===== src/rtl/sdram_pkg.sv =====
// Shared constants for the SDRAM controller slice: command encodings,
// arbiter state encodings and default widths.
package sdram_pkg;

    localparam int ADDR_W_DEF = 12;
    localparam int DATA_W_DEF = 16;
    localparam int BANK_W_DEF = 2;

    // {cs_n, ras_n, cas_n, we_n}
    localparam logic [3:0] CMD_NOP  = 4'b0111;
    localparam logic [3:0] CMD_PRE  = 4'b0010;
    localparam logic [3:0] CMD_AREF = 4'b0001;
    localparam logic [3:0] CMD_ACT  = 4'b0011;
    localparam logic [3:0] CMD_WR   = 4'b0100;
    localparam logic [3:0] CMD_RD   = 4'b0101;
    localparam logic [3:0] CMD_MRS  = 4'b0000;

    // One-hot arbiter states; kept as plain vectors so illegal codes are representable.
    localparam int ST_W = 5;
    localparam logic [ST_W-1:0] S_INIT = 5'b00001;
    localparam logic [ST_W-1:0] S_ARB  = 5'b00010;
    localparam logic [ST_W-1:0] S_AREF = 5'b00100;
    localparam logic [ST_W-1:0] S_WR   = 5'b01000;
    localparam logic [ST_W-1:0] S_RD   = 5'b10000;

endpackage


===== src/rtl/sdram_pin_drv.sv =====
// State-selected multiplexer onto the SDRAM pins.
// Optional pin register enabled by the SDRAM_OUT_REG_EN macro (+1 cycle pin latency).
module sdram_pin_drv
    import sdram_pkg::*;
#(
    parameter int ADDR_W = ADDR_W_DEF,
    parameter int DATA_W = DATA_W_DEF,
    parameter int BANK_W = BANK_W_DEF
) (
`ifdef SDRAM_OUT_REG_EN
    input  logic              sclk,
    input  logic              s_rst,
`endif
    input  logic [ST_W-1:0]   state_i,
    input  logic [3:0]        init_cmd_i,
    input  logic [ADDR_W-1:0] init_addr_i,
    input  logic [3:0]        ref_cmd_i,
    input  logic [ADDR_W-1:0] ref_addr_i,
    input  logic [3:0]        wr_cmd_i,
    input  logic [ADDR_W-1:0] wr_addr_i,
    input  logic [BANK_W-1:0] wr_bank_i,
    input  logic [DATA_W-1:0] wr_data_i,
    input  logic [3:0]        rd_cmd_i,
    input  logic [ADDR_W-1:0] rd_addr_i,
    input  logic [BANK_W-1:0] rd_bank_i,
    output logic              sdram_cke_o,
    output logic [3:0]        sdram_cmd_o,
    output logic [BANK_W-1:0] sdram_bank_o,
    output logic [ADDR_W-1:0] sdram_addr_o,
    output logic [DATA_W-1:0] sdram_dq_out_o,
    output logic              sdram_dq_oe_o
);

    logic [3:0]        cmd_d;
    logic [BANK_W-1:0] bank_d;
    logic [ADDR_W-1:0] addr_d;
    logic [DATA_W-1:0] dq_d;
    logic              oe_d;

    assign sdram_cke_o = 1'b1;

    // Select the owning stage's command/address/data; anything unowned drives an idle NOP.
    always_comb begin
        cmd_d  = CMD_NOP;
        bank_d = {BANK_W{1'b0}};
        addr_d = {ADDR_W{1'b0}};
        dq_d   = {DATA_W{1'b0}};
        oe_d   = 1'b0;
        case (state_i)
            S_INIT: begin
                cmd_d  = init_cmd_i;
                addr_d = init_addr_i;
            end
            S_AREF: begin
                cmd_d  = ref_cmd_i;
                addr_d = ref_addr_i;
            end
            S_WR: begin
                cmd_d  = wr_cmd_i;
                addr_d = wr_addr_i;
                bank_d = wr_bank_i;
                dq_d   = wr_data_i;
                oe_d   = 1'b1;
            end
            S_RD: begin
                cmd_d  = rd_cmd_i;
                addr_d = rd_addr_i;
                bank_d = rd_bank_i;
            end
            default: begin
                cmd_d = CMD_NOP;
            end
        endcase
    end

`ifdef SDRAM_OUT_REG_EN
    logic [3:0]        cmd_q;
    logic [BANK_W-1:0] bank_q;
    logic [ADDR_W-1:0] addr_q;
    logic [DATA_W-1:0] dq_q;
    logic              oe_q;

    // Pin register; reset values match the idle/NOP pin state.
    always_ff @(posedge sclk or posedge s_rst) begin
        if (s_rst) begin
            cmd_q  <= CMD_NOP;
            bank_q <= {BANK_W{1'b0}};
            addr_q <= {ADDR_W{1'b0}};
            dq_q   <= {DATA_W{1'b0}};
            oe_q   <= 1'b0;
        end else begin
            cmd_q  <= cmd_d;
            bank_q <= bank_d;
            addr_q <= addr_d;
            dq_q   <= dq_d;
            oe_q   <= oe_d;
        end
    end

    assign sdram_cmd_o    = cmd_q;
    assign sdram_bank_o   = bank_q;
    assign sdram_addr_o   = addr_q;
    assign sdram_dq_out_o = dq_q;
    assign sdram_dq_oe_o  = oe_q;
`else
    assign sdram_cmd_o    = cmd_d;
    assign sdram_bank_o   = bank_d;
    assign sdram_addr_o   = addr_d;
    assign sdram_dq_out_o = dq_d;
    assign sdram_dq_oe_o  = oe_d;
`endif

endmodule


===== src/rtl/sdram_arbiter.sv =====
// Bus arbiter between the init, refresh, write and read stages (refresh > write > read).
// Build option SDRAM_OUT_REG_EN registers the sdram_* pins inside sdram_pin_drv.
module sdram_arbiter
    import sdram_pkg::*;
#(
    parameter int ADDR_W = ADDR_W_DEF,
    parameter int DATA_W = DATA_W_DEF,
    parameter int BANK_W = BANK_W_DEF
) (
    input  logic              sclk,
    input  logic              s_rst,
    input  logic [3:0]        init_cmd,
    input  logic [ADDR_W-1:0] init_addr,
    input  logic              init_end,
    input  logic              ref_req,
    input  logic [3:0]        ref_cmd,
    input  logic [ADDR_W-1:0] ref_addr,
    input  logic              flag_ref_end,
    output logic              ref_en,
    input  logic              wr_req,
    input  logic [3:0]        wr_cmd,
    input  logic [ADDR_W-1:0] wr_addr,
    input  logic [BANK_W-1:0] wr_bank,
    input  logic [DATA_W-1:0] wr_data,
    input  logic              flag_wr_end,
    output logic              wr_en,
    input  logic              rd_req,
    input  logic [3:0]        rd_cmd,
    input  logic [ADDR_W-1:0] rd_addr,
    input  logic [BANK_W-1:0] rd_bank,
    input  logic              flag_rd_end,
    output logic              rd_en,
    output logic              sdram_cke,
    output logic              sdram_cs_n,
    output logic              sdram_ras_n,
    output logic              sdram_cas_n,
    output logic              sdram_we_n,
    output logic [BANK_W-1:0] sdram_bank,
    output logic [ADDR_W-1:0] sdram_addr,
    output logic [DATA_W-1:0] sdram_dq_out,
    output logic              sdram_dq_oe
);

    logic [ST_W-1:0] state_q;
    logic [ST_W-1:0] state_d;
    logic [3:0]      pin_cmd_s;

    // State register.
    always_ff @(posedge sclk or posedge s_rst) begin
        if (s_rst) begin
            state_q <= S_INIT;
        end else begin
            state_q <= state_d;
        end
    end

    // Next state: owners only leave on their own end flag, always via one S_ARB cycle.
    always_comb begin
        state_d = state_q;
        case (state_q)
            S_INIT: begin
                if (init_end) state_d = S_ARB;
                else          state_d = S_INIT;
            end
            S_ARB: begin
                if (ref_req)     state_d = S_AREF;
                else if (wr_req) state_d = S_WR;
                else if (rd_req) state_d = S_RD;
                else             state_d = S_ARB;
            end
            S_AREF: begin
                if (flag_ref_end) state_d = S_ARB;
                else              state_d = S_AREF;
            end
            S_WR: begin
                if (flag_wr_end) state_d = S_ARB;
                else             state_d = S_WR;
            end
            S_RD: begin
                if (flag_rd_end) state_d = S_ARB;
                else             state_d = S_RD;
            end
            default: begin
                state_d = S_ARB;
            end
        endcase
    end

    // Grants decode straight from state so they fall with the asynchronous reset.
    always_comb begin
        ref_en = (state_q == S_AREF);
        wr_en  = (state_q == S_WR);
        rd_en  = (state_q == S_RD);
    end

    sdram_pin_drv #(
        .ADDR_W (ADDR_W),
        .DATA_W (DATA_W),
        .BANK_W (BANK_W)
    ) u_pin_drv (
`ifdef SDRAM_OUT_REG_EN
        .sclk           (sclk),
        .s_rst          (s_rst),
`endif
        .state_i        (state_q),
        .init_cmd_i     (init_cmd),
        .init_addr_i    (init_addr),
        .ref_cmd_i      (ref_cmd),
        .ref_addr_i     (ref_addr),
        .wr_cmd_i       (wr_cmd),
        .wr_addr_i      (wr_addr),
        .wr_bank_i      (wr_bank),
        .wr_data_i      (wr_data),
        .rd_cmd_i       (rd_cmd),
        .rd_addr_i      (rd_addr),
        .rd_bank_i      (rd_bank),
        .sdram_cke_o    (sdram_cke),
        .sdram_cmd_o    (pin_cmd_s),
        .sdram_bank_o   (sdram_bank),
        .sdram_addr_o   (sdram_addr),
        .sdram_dq_out_o (sdram_dq_out),
        .sdram_dq_oe_o  (sdram_dq_oe)
    );

    assign {sdram_cs_n, sdram_ras_n, sdram_cas_n, sdram_we_n} = pin_cmd_s;

endmodule


===== config.mk =====
export PLATFORM = sky130hd
export DESIGN_NAME = sdram_arbiter
export DESIGN_NICKNAME = d
export VERILOG_FILES = /design/src/rtl/sdram_pkg.sv /design/src/rtl/sdram_pin_drv.sv /design/src/rtl/sdram_arbiter.sv
export SDC_FILE = /design/constraint.sdc
export NUM_CORES = 1
export LEC_CHECK = 0
export BUFFER_PORTS_ARGS = -buffer_cell sky130_fd_sc_hd__clkbuf_2
export CORE_ASPECT_RATIO = 0.6
export CORE_UTILIZATION = 34
export DETAILED_ROUTE_END_ITERATION = 12
export PLACE_DENSITY = 0.81
export SETUP_SLACK_MARGIN = 0.1
export SYNTH_ARGS = -nofsm -noshare
export SYNTH_HDL_FRONTEND = slang
export SYNTH_HIERARCHICAL = 1
export SYNTH_SLANG_ARGS = --single-unit
export TNS_END_PERCENT = 50

===== constraint.sdc =====
create_clock -name sclk -period 1.8 [get_ports sclk]
set_input_delay 0.27 -clock sclk [delete_from_list [all_inputs] [get_ports sclk]]
set_output_delay 0.27 -clock sclk [all_outputs]
set_load 0.01 [all_outputs]

==> run metrics, run 1 <==
CP max FO 5; routed length per instance 13.9 um; Regs by FF count state_q: 5 flops; worst hold path depth 2; vias in the first global route 1,524; Layout fillers 299; first-pass GRT wire length 7290 um; Syn Area/Cell 6.83 um2; Total GRT Usage 25.9%; Crit path required time 1.53 ns; # setup viols final 29; Mapped Cells 172; Area Overhead vs Synth 86.5%; Worst setup EP type output port; Fin. Hold Viols 0; Ports 132; via count 1,879; Layout Nets 408; Post-synth ARST share 100%; Tightest Hold Check Type primary input to register; PwrDens 1010 nW/um2; CTS buffer count 3; Slew HR 61.0%; Synth Flop Type dfrtp_1; die width 77.9 um; Clock Skews 0.00629 ns; Design Area, Final 2190 um2; Critical R2R Launch state_q[0]; Worst Setup Path Type register to output port; hold endpoint state_q[4]; cell taking the most area after synthesis nand3_1; worst slew pin tran 0.585 ns; grt ovf 0; H-tree depth reported by CTS 1; CP Depth 5; slowest stage cell on the critical path or3_4; RSZ-0062 raised after global routing true; Sink Count 5; Max VDD drop 556 uV; diode count 0; CP peak stage delay 0.41 ns; min setup slack post-route -0.130 ns; Biggest register state_q; starting utilization of the core area 35.8%; Final ANT Viol Nets 0; period utilization 107%; GP Congestion 0.892; Post-Syn Area 1170 um2; Max Freq 0.518 GHz; Ys Warns 6; outcome complete, but fails checks; setup TNS -2.04 ns; Bufs on Longest Clock Path 2; final cell count without fillers 359; delay-heaviest family, CP buffers and inverters; area post-placement 1900 um2; CP arrival 1.66 ns; Via density 5.23; initial antenna violation count 0; post-layout util 66.7%; largest cells by area after synthesis nand3_1, and3_1, dfrtp_1; Power Total 0.00221 W; most common cell after layout, fill and taps aside clkbuf_2; Leak 1.22 nW; Residual DRC 0; hold path startpoint rd_req; largest net degree at the start of global routing 30; max FFs per register 5; worst-skew pair later-pin latency 0.23 ns; First DRT Iteration DRCs 64; failing checks negative setup slack; max-slew violations 0; CTS tree done; HPWL after DPL 3770 um; Critical Path Source Type register; unique cell type count in the Yosys netlist 37; # port buffers 130; core footprint 3280 um2; R2R setup slack 0.14 ns; CP Buf/Inv Count 3; sequential fraction of the synthesis area 10.8%; CTS root buffer clkbuf_8; synthesized net count 265; num rows 16; number of enable flip-flop cells after synthesis 0; First-pass DRT Iterations 4; Critical Path, Cell by Cell buf_6 > buf_16 > or3_4 > o2111ai_2 > clkbuf_2; routed wire length 4990 um; Clk pin slew, worst setup/hold paths 0.04 ns; top-area cell type share of the netlist area 22.6%; crit path time final 1.93 ns; share of cells above drive strength 1 60.5%; die area 3700 um2; Die Y 47.5 um; RR Endpoint state_q[3]; placed cell count 345; most frequent cells in the layout clkbuf_2, nand3_1, buf_2, and3_1, buf_4; Max Cap Viol 0; R2R cell count 6; Yosys reg bits 5
metal layers:
| layer | share of wire, % | global-route usage, % |
|---|---|---|
| met3 | 6.5 | 3.62 |
| met2 | 48 | 47.6 |
| met1 | 45 | 33.5 |
| met4 | 0.72 | 6.67 |
| met5 | 0 | 0 |
per-stage QoR:
step / setup WS, ns / hold WS (ns)
floorplan: 0.185 / 0.0478
global placement: 0.0542 / 0.156
detailed placement: 0.0140 / 0.168
CTS: -0.104 / 0.299
global route: -0.207 / 0.313
finish: -0.130 / 0.310
where the power goes:
| group | internal, W | total [W] | switching (W) | leakage, nW |
|---|---|---|---|---|
| clock network | 0.000153 | 0.000214 | 0.0000614 | 0.0228 |
| registers | 0.000150 | 0.000229 | 0.0000799 | 0.0573 |
| logic | 0.000803 | 0.00177 | 0.000964 | 1.14 |
| total | 0.00111 | 0.00221 | 0.00111 | 1.22 |
worst max-delay path by stage:
stage / start / endpoint
3_5_place_dp: state_q[4] / sdram_addr[6]
4_1_cts: state_q[0] / sdram_we_n
6_report: state_q[0] / sdram_cas_n
2_1_floorplan: state_q[4] / sdram_addr[1]
3_3_place_gp: state_q[4] / sdram_ras_n
5_1_grt: state_q[0] / sdram_cas_n
cells by family after synthesis:
group | count (synthesis) | synth area share, %
DFF | 5 | 10.8
xor gates and xnor gates | 2 | 1.49
other | 1 | 0.319
buffers and inverters | 24 | 11.6
AOI/OAI and AO/OA | 21 | 12.9
and+or+nand+nor | 119 | 62.9
final cells by class:
| type | instances | area, um2 | share of cell area (%) |
|---|---|---|---|
| multi-input cells | 143 | 1000 | 45.9 |
| repair buffers | 156 | 932 | 42.5 |
| flip-flops and latches | 5 | 130 | 5.94 |
| well taps | 45 | 56.3 | 2.57 |
| clock buffers | 4 | 45.0 | 2.06 |
| inverters | 6 | 22.5 | 1.03 |
worst register-to-register path: cells and delay by family, from the launching register on:
family,cells,cell delay [ns]
AND/OR/NAND/NOR,2,0.61
buffers and inverters,3,0.38
AO/OA/AOI/OAI,1,0.19
flip-flops,1,0.40
Yosys cell counts, types with 4 or more instances:
cell,count
a22oi_1,4
and3_1,18
and3b_1,6
buf_2,13
dfrtp_1,4
inv_1,6
nand3_1,53
nand4_1,13
nor2_1,8
nor3_1,4
o21ai_0,4
repair_timing:
item / in CTS / in global routing
resized for setup: 23 / 34
pin swaps: 23 / 4
hold buffers: 1 / 0
cloned: 2 / 0
endpoints found under the hold margin: 4 / 0
setup endpoints to repair: 36 / 39
buffers inserted: 7 / 0
No activity file was read; power rests on OpenSTA's default activity.
==> inputs of run 2 (changes only) <==
--- a/config.mk
+++ b/config.mk
@@ -7,10 +7,11 @@
 export LEC_CHECK = 0
 export BUFFER_PORTS_ARGS = -buffer_cell sky130_fd_sc_hd__clkbuf_2
 export CORE_ASPECT_RATIO = 0.6
-export CORE_UTILIZATION = 34
+export CORE_UTILIZATION = 28
 export DETAILED_ROUTE_END_ITERATION = 12
-export PLACE_DENSITY = 0.81
+export PLACE_DENSITY = 0.68
 export SETUP_SLACK_MARGIN = 0.1
+export SKIP_LAST_GASP = 1
 export SYNTH_ARGS = -nofsm -noshare
 export SYNTH_HDL_FRONTEND = slang
 export SYNTH_HIERARCHICAL = 1
==> run 2 against run 1 <==
Against the previous run:
- the flow still finishes with violations (negative setup slack)
- sequential cell count unchanged
- clock-buffer cell count unchanged
- routed wire length increased by 11%
- combinational power increased by 19%
- worst hold slack improved by 0.0024 ns
- clock power about the same
- clock skew decreased by 0.0042 ns
- critical endpoint unchanged
- largest power group unchanged
- highest routed layer unchanged
==> run metrics, run 2 (synthesis gave the netlist of run 1 again) <==
outcome complete, but fails checks; failing checks negative setup slack; First-pass DRT Iterations 4; GP Congestion 0.796; vias in the first global route 1,682; hold endpoint state_q[4]; Power Total 0.00256 W; Residual DRC 0; CP max FO 4; Critical R2R Launch state_q[4]; final cell count without fillers 379; Max Freq 0.508 GHz; R2R setup slack 0.17 ns; gr busiest metal met2; GR Layer Usage met2 40.4%; CTS buffer count 3; slowest stage cell on the critical path dfrtp_1; # setup viols final 35; Clk pin slew, worst setup/hold paths 0.04 ns; CTS tree done; CP arrival 1.70 ns; starting utilization of the core area 30.7%; diode count 0; CP peak stage delay 0.40 ns; Ports 132; Sink Count 5; PwrDens 1090 nW/um2; Layout Nets 426; Bufs on Longest Clock Path 2; P_sw 0.00118 W; routed wire length 5540 um; die width 85.6 um; Clock Skews 0.00207 ns; Via density 5.25; hold path startpoint rd_req; Fin. Hold Viols 0; Max VDD drop 597 uV; Multi-input gate area 981 um2; Leak 1.31 nW; RSZ-0062 raised after global routing true; Final ANT Viol Nets 0; First DRT Iteration DRCs 85; placed cell count 351; period utilization 109%; Worst setup EP type output port; # port buffers 130; Biggest register state_q; Regs by FF count state_q: 5 flops; area post-placement 1930 um2; num rows 17; min setup slack post-route -0.167 ns; HPWL after DPL 3880 um; largest net degree at the start of global routing 24; Die Y 52.2 um; Sw Ratio 46.3%; grt ovf 0; most frequent cells in the layout clkbuf_2, nand3_1, buf_4, and3_1; via count 1,989; worst hold path depth 2; Critical Path, Cell by Cell buf_6 > nor4b_4 > buf_4 > a211o_1 > o2111ai_1 > clkbuf_2; Max Cap Viol 0; setup TNS -3.30 ns; Design Area, Final 2350 um2; die area 4470 um2; first-pass GRT wire length 7940 um; most common cell after layout, fill and taps aside clkbuf_2; R2R cell count 6; max-slew violations 0; routed length per instance 14.6 um; CTS root buffer clkbuf_8; RR Endpoint state_q[1]; Tightest Hold Check Type primary input to register; combinational cell fraction of total power 82.3%; Total GRT Usage 23.1%; Area Overhead vs Synth 99.9%; max FFs per register 5; Seq pwr share 9.2%; share of cells above drive strength 1 60.2%; worst-skew pair later-pin latency 0.23 ns; clock share of power 8.4%; Layout fillers 351; initial antenna violation count 0; H-tree depth reported by CTS 1; register area 130 um2; Crit path required time 1.53 ns; P_int 0.00138 W; Worst Setup Path Type register to output port; crit path time final 1.97 ns; core footprint 3830 um2; met1 Use GR 30.5%; met3 Usage GRT 3.94%; Critical Path Source Type register
## run 2: layout make-up
type                    instances  area share [%]
multi-input cells             144            41.8
well taps                      47            2.50
repair buffers                173            47.3
flip-flops and latches          5            5.54
clock buffers                   4            1.92
inverters                       6           0.959
## run 2: critical path: cells and delay by family (launching register included)
family,cells,cell delay [ns]
buffers and inverters,3,0.47
DFF,1,0.40
AOI/OAI and AO/OA,2,0.30
and+or+nand+nor,1,0.29
## run 2: metal layers
layer,wire [um],vias to the layer above
li1,-,978
met1,2410,902
met2,2670,107
met3,440,2
met4,21,0
met5,0,-
## run 2: worst max path at each step
stage | start | endpoint
floorplan | state_q[4] | sdram_addr[1]
global placement | state_q[3] | sdram_we_n
detailed placement | state_q[3] | sdram_cas_n
CTS | state_q[0] | sdram_addr[3]
global route | state_q[0] | sdram_cas_n
finish | state_q[4] | sdram_cas_n
## run 2: repair_timing
| action | in CTS | in global routing |
|---|---|---|
| buffers inserted | 8 | 10 |
| endpoints found under the hold margin | 4 | 0 |
| cloned | 4 | 1 |
| setup endpoints to repair | 36 | 38 |
| pin swaps | 2 | 21 |
| gates resized for setup | 10 | 37 |
| hold buffers | 1 | 0 |
## run 2: metrics by stage
step	setup slack (ns)	util, %	hold WS [ns]
CTS	-0.127	56.5	0.309
finish	-0.167	61.3	0.313
detailed placement	0.0250	50.5	0.167
floorplan	0.185	-	0.0478
global route	-0.220	61.3	0.322
global placement	0.0665	50.5	0.158
## run 2: power groups by stage
stage	combinational (W)	sequential (W)	clock, W
6_report	0.00211	0.000236	0.000216
5_1_grt	0.00228	0.000241	0.000241
4_1_cts	0.00192	0.000226	0.000222
3_5_place_dp	0.00152	0.000226	0
3_3_place_gp	0.00151	0.000226	0
2_1_floorplan	0.000962	0.000220	0
==> inputs of run 3 (changes only) <==
--- a/config.mk
+++ b/config.mk
@@ -9,11 +9,10 @@
 export CORE_ASPECT_RATIO = 0.6
 export CORE_UTILIZATION = 28
 export DETAILED_ROUTE_END_ITERATION = 12
-export PLACE_DENSITY = 0.68
+export PLACE_DENSITY = 0.78
 export SETUP_SLACK_MARGIN = 0.1
 export SKIP_LAST_GASP = 1
 export SYNTH_ARGS = -nofsm -noshare
 export SYNTH_HDL_FRONTEND = slang
-export SYNTH_HIERARCHICAL = 1
 export SYNTH_SLANG_ARGS = --single-unit
 export TNS_END_PERCENT = 50
==> run 3 against run 2 <==
Against the previous run:
- the run still ends with negative setup slack left
- total power shrank 54%
- routed wire length shrank 36%
- via count down 31%
- synthesized area down 27%
- core utilization fell by 4.1 points
- worst hold slack got worse by 0.11 ns
- clock-buffer cell count stayed put
- fmax is 1.3% higher
- critical endpoint is now sdram_addr[10]
==> run metrics, run 3 <==
Ys Warns 0; Worst setup EP type output port; Syn Area/Cell 7.56 um2; Via density 4.74; slowest stage cell on the critical path dfstp_2; CP max FO 26; GP Congestion 0.715; Regs by FF count state_q: 5 flops; Critical R2R Launch state_q[0]; Leak 0.965 nW; Residual DRC 0; RSZ-0062 raised after global routing true; Critical Path, Cell by Cell nor3_2 > and3b_2 > buf_12 > a22oi_1 > nand2_1 > clkbuf_2; share of cells above drive strength 1 63.8%; RR Endpoint state_q[1]; Max VDD drop 320 uV; Mapped Cells 113; failing checks negative setup slack; worst-skew pair later-pin latency 0.22 ns; First DRT Iteration DRCs 22; Tightest Hold Check Type primary input to register; largest cells by area after synthesis a22oi_1, and2_1, dfrtp_1; Bufs on Longest Clock Path 2; Max Freq 0.515 GHz; Synth Flop Type dfrtp_1; Area Overhead vs Synth 93.6%; num rows 15; max FFs per register 5; synthesized net count 206; R2R cell count 5; CTS tree done; Critical Path Source Type register; Biggest register state_q; crit path time final 1.94 ns; CTS buffer count 3; H-tree depth reported by CTS 1; Ports 132; worst hold path depth 2; outcome complete, but fails checks; Hold WS 0.206 ns; Clock Skews 0.000187 ns; Post-synth ARST share 100%; Power Total 0.00119 W; # setup viols final 34; Final ANT Viol Nets 0; Sink Count 5; Post-Syn Area 855 um2; initial antenna violation count 0; CP arrival 1.67 ns; min setup slack post-route -0.142 ns; CTS root buffer clkbuf_8; CP peak stage delay 0.56 ns; sequential fraction of the synthesis area 14.8%; largest net degree at the start of global routing 27; routed length per instance 12.2 um; R2R setup slack 0.37 ns; First-pass DRT Iterations 4; period utilization 108%; hold endpoint state_q[0]; diode count 0; most frequent cells in the layout clkbuf_2, a22oi_1, and2_1, nand2_1, a22oi_2; die area 3280 um2; Clk pin slew, worst setup/hold paths 0.03 ns; Crit path required time 1.53 ns; PwrDens 719 nW/um2; unique cell type count in the Yosys netlist 27; CP Buf/Inv Count 2; HPWL after DPL 2840 um; most instantiated library cell after synthesis a22oi_1; Total GRT Usage 19.0%; area post-placement 1520 um2; Fin. Hold Viols 0; Layout fillers 305; hold path startpoint init_end; routed wire length 3520 um; top-area cell type share of the netlist area 28.1%; number of enable flip-flop cells after synthesis 0; setup TNS -2.32 ns; starting utilization of the core area 29.6%; core footprint 2890 um2; grt ovf 0; first-pass GRT wire length 4800 um; Layout Nets 340; Max Cap Viol 0; Design Area, Final 1650 um2; vias in the first global route 1,174; # port buffers 130; Worst Setup Path Type register to output port; die width 73.3 um; most common cell after layout, fill and taps aside clkbuf_2; Yosys reg bits 5; via count 1,364; cell taking the most area after synthesis a22oi_1; delay-heaviest family, CP flip-flops; Die Y 44.8 um; max-slew violations 0; most instantiated cells after synthesis a22oi_1, and2_1, nand2_1, buf_6
run 3: changes by cell type after synthesis, moves of 6 or more:
cell	change
a22oi_1	+28
and2_1	+15
and3_1	-18
buf_2	-12
nand2_1	+12
nand3_1	-49
nand4_1	-13
nor2_1	-6
run 3: power by group:
part | switching, W | internal (W) | total [W] | leakage [nW]
Clock | 0.0000518 | 0.000152 | 0.000204 | 0.0228
Sequential | 0.0000455 | 0.000148 | 0.000193 | 0.0603
Combinational | 0.000399 | 0.000393 | 0.000793 | 0.882
Total | 0.000497 | 0.000693 | 0.00119 | 0.965
run 3: timing repair:
action | 4_1_cts | 5_1_grt
endpoints found under the setup margin | 37 | 38
hold buffers | 1 | 0
hold endpoints to repair | 4 | 0
pin swaps | 2 | 2
buffers inserted | 4 | 0
gates resized for setup | 3 | 7
run 3: cells by family after synthesis:
family | count (synthesis) | synth area share (%)
other | 1 | 0.439
buffers and inverters | 17 | 16.0
xor gates and xnor gates | 1 | 1.03
AOI/OAI and AO/OA | 42 | 37.8
DFF | 5 | 14.8
and+or+nand+nor | 47 | 30.0
run 3: worst max path at each step:
stage,start,endpoint,depth (start not counted)
4_1_cts,state_q[0],sdram_we_n,6
2_1_floorplan,state_q[0],sdram_addr[0],6
3_3_place_gp,state_q[0],sdram_ras_n,6
5_1_grt,state_q[0],sdram_we_n,6
6_report,state_q[0],sdram_addr[10],6
3_5_place_dp,state_q[4],sdram_ras_n,5
run 3: layout make-up:
| type | count | area, um2 | share of cell area (%) |
|---|---|---|---|
| clock buffer | 4 | 45.0 | 2.72 |
| inverter | 5 | 18.8 | 1.13 |
| multi-input combinational | 91 | 624 | 37.7 |
| sequential | 5 | 128 | 7.72 |
| tap | 42 | 52.6 | 3.18 |
| timing repair buffer | 141 | 786 | 47.5 |
run 3: metrics by stage:
step	utilization [%]	setup WS (ns)	instances
finish	57.2	-0.142	288
global route	57.2	-0.200	288
CTS	56.3	-0.105	288
detailed placement	52.7	0.0881	279
global placement	52.7	0.127	279
floorplan	-	0.219	113
run 3: layer usage:
layer,track usage (%),wire length [um]
met1,22.2,1460
met2,35.4,1700
met3,3.57,318
met4,6.92,42
met5,0,0
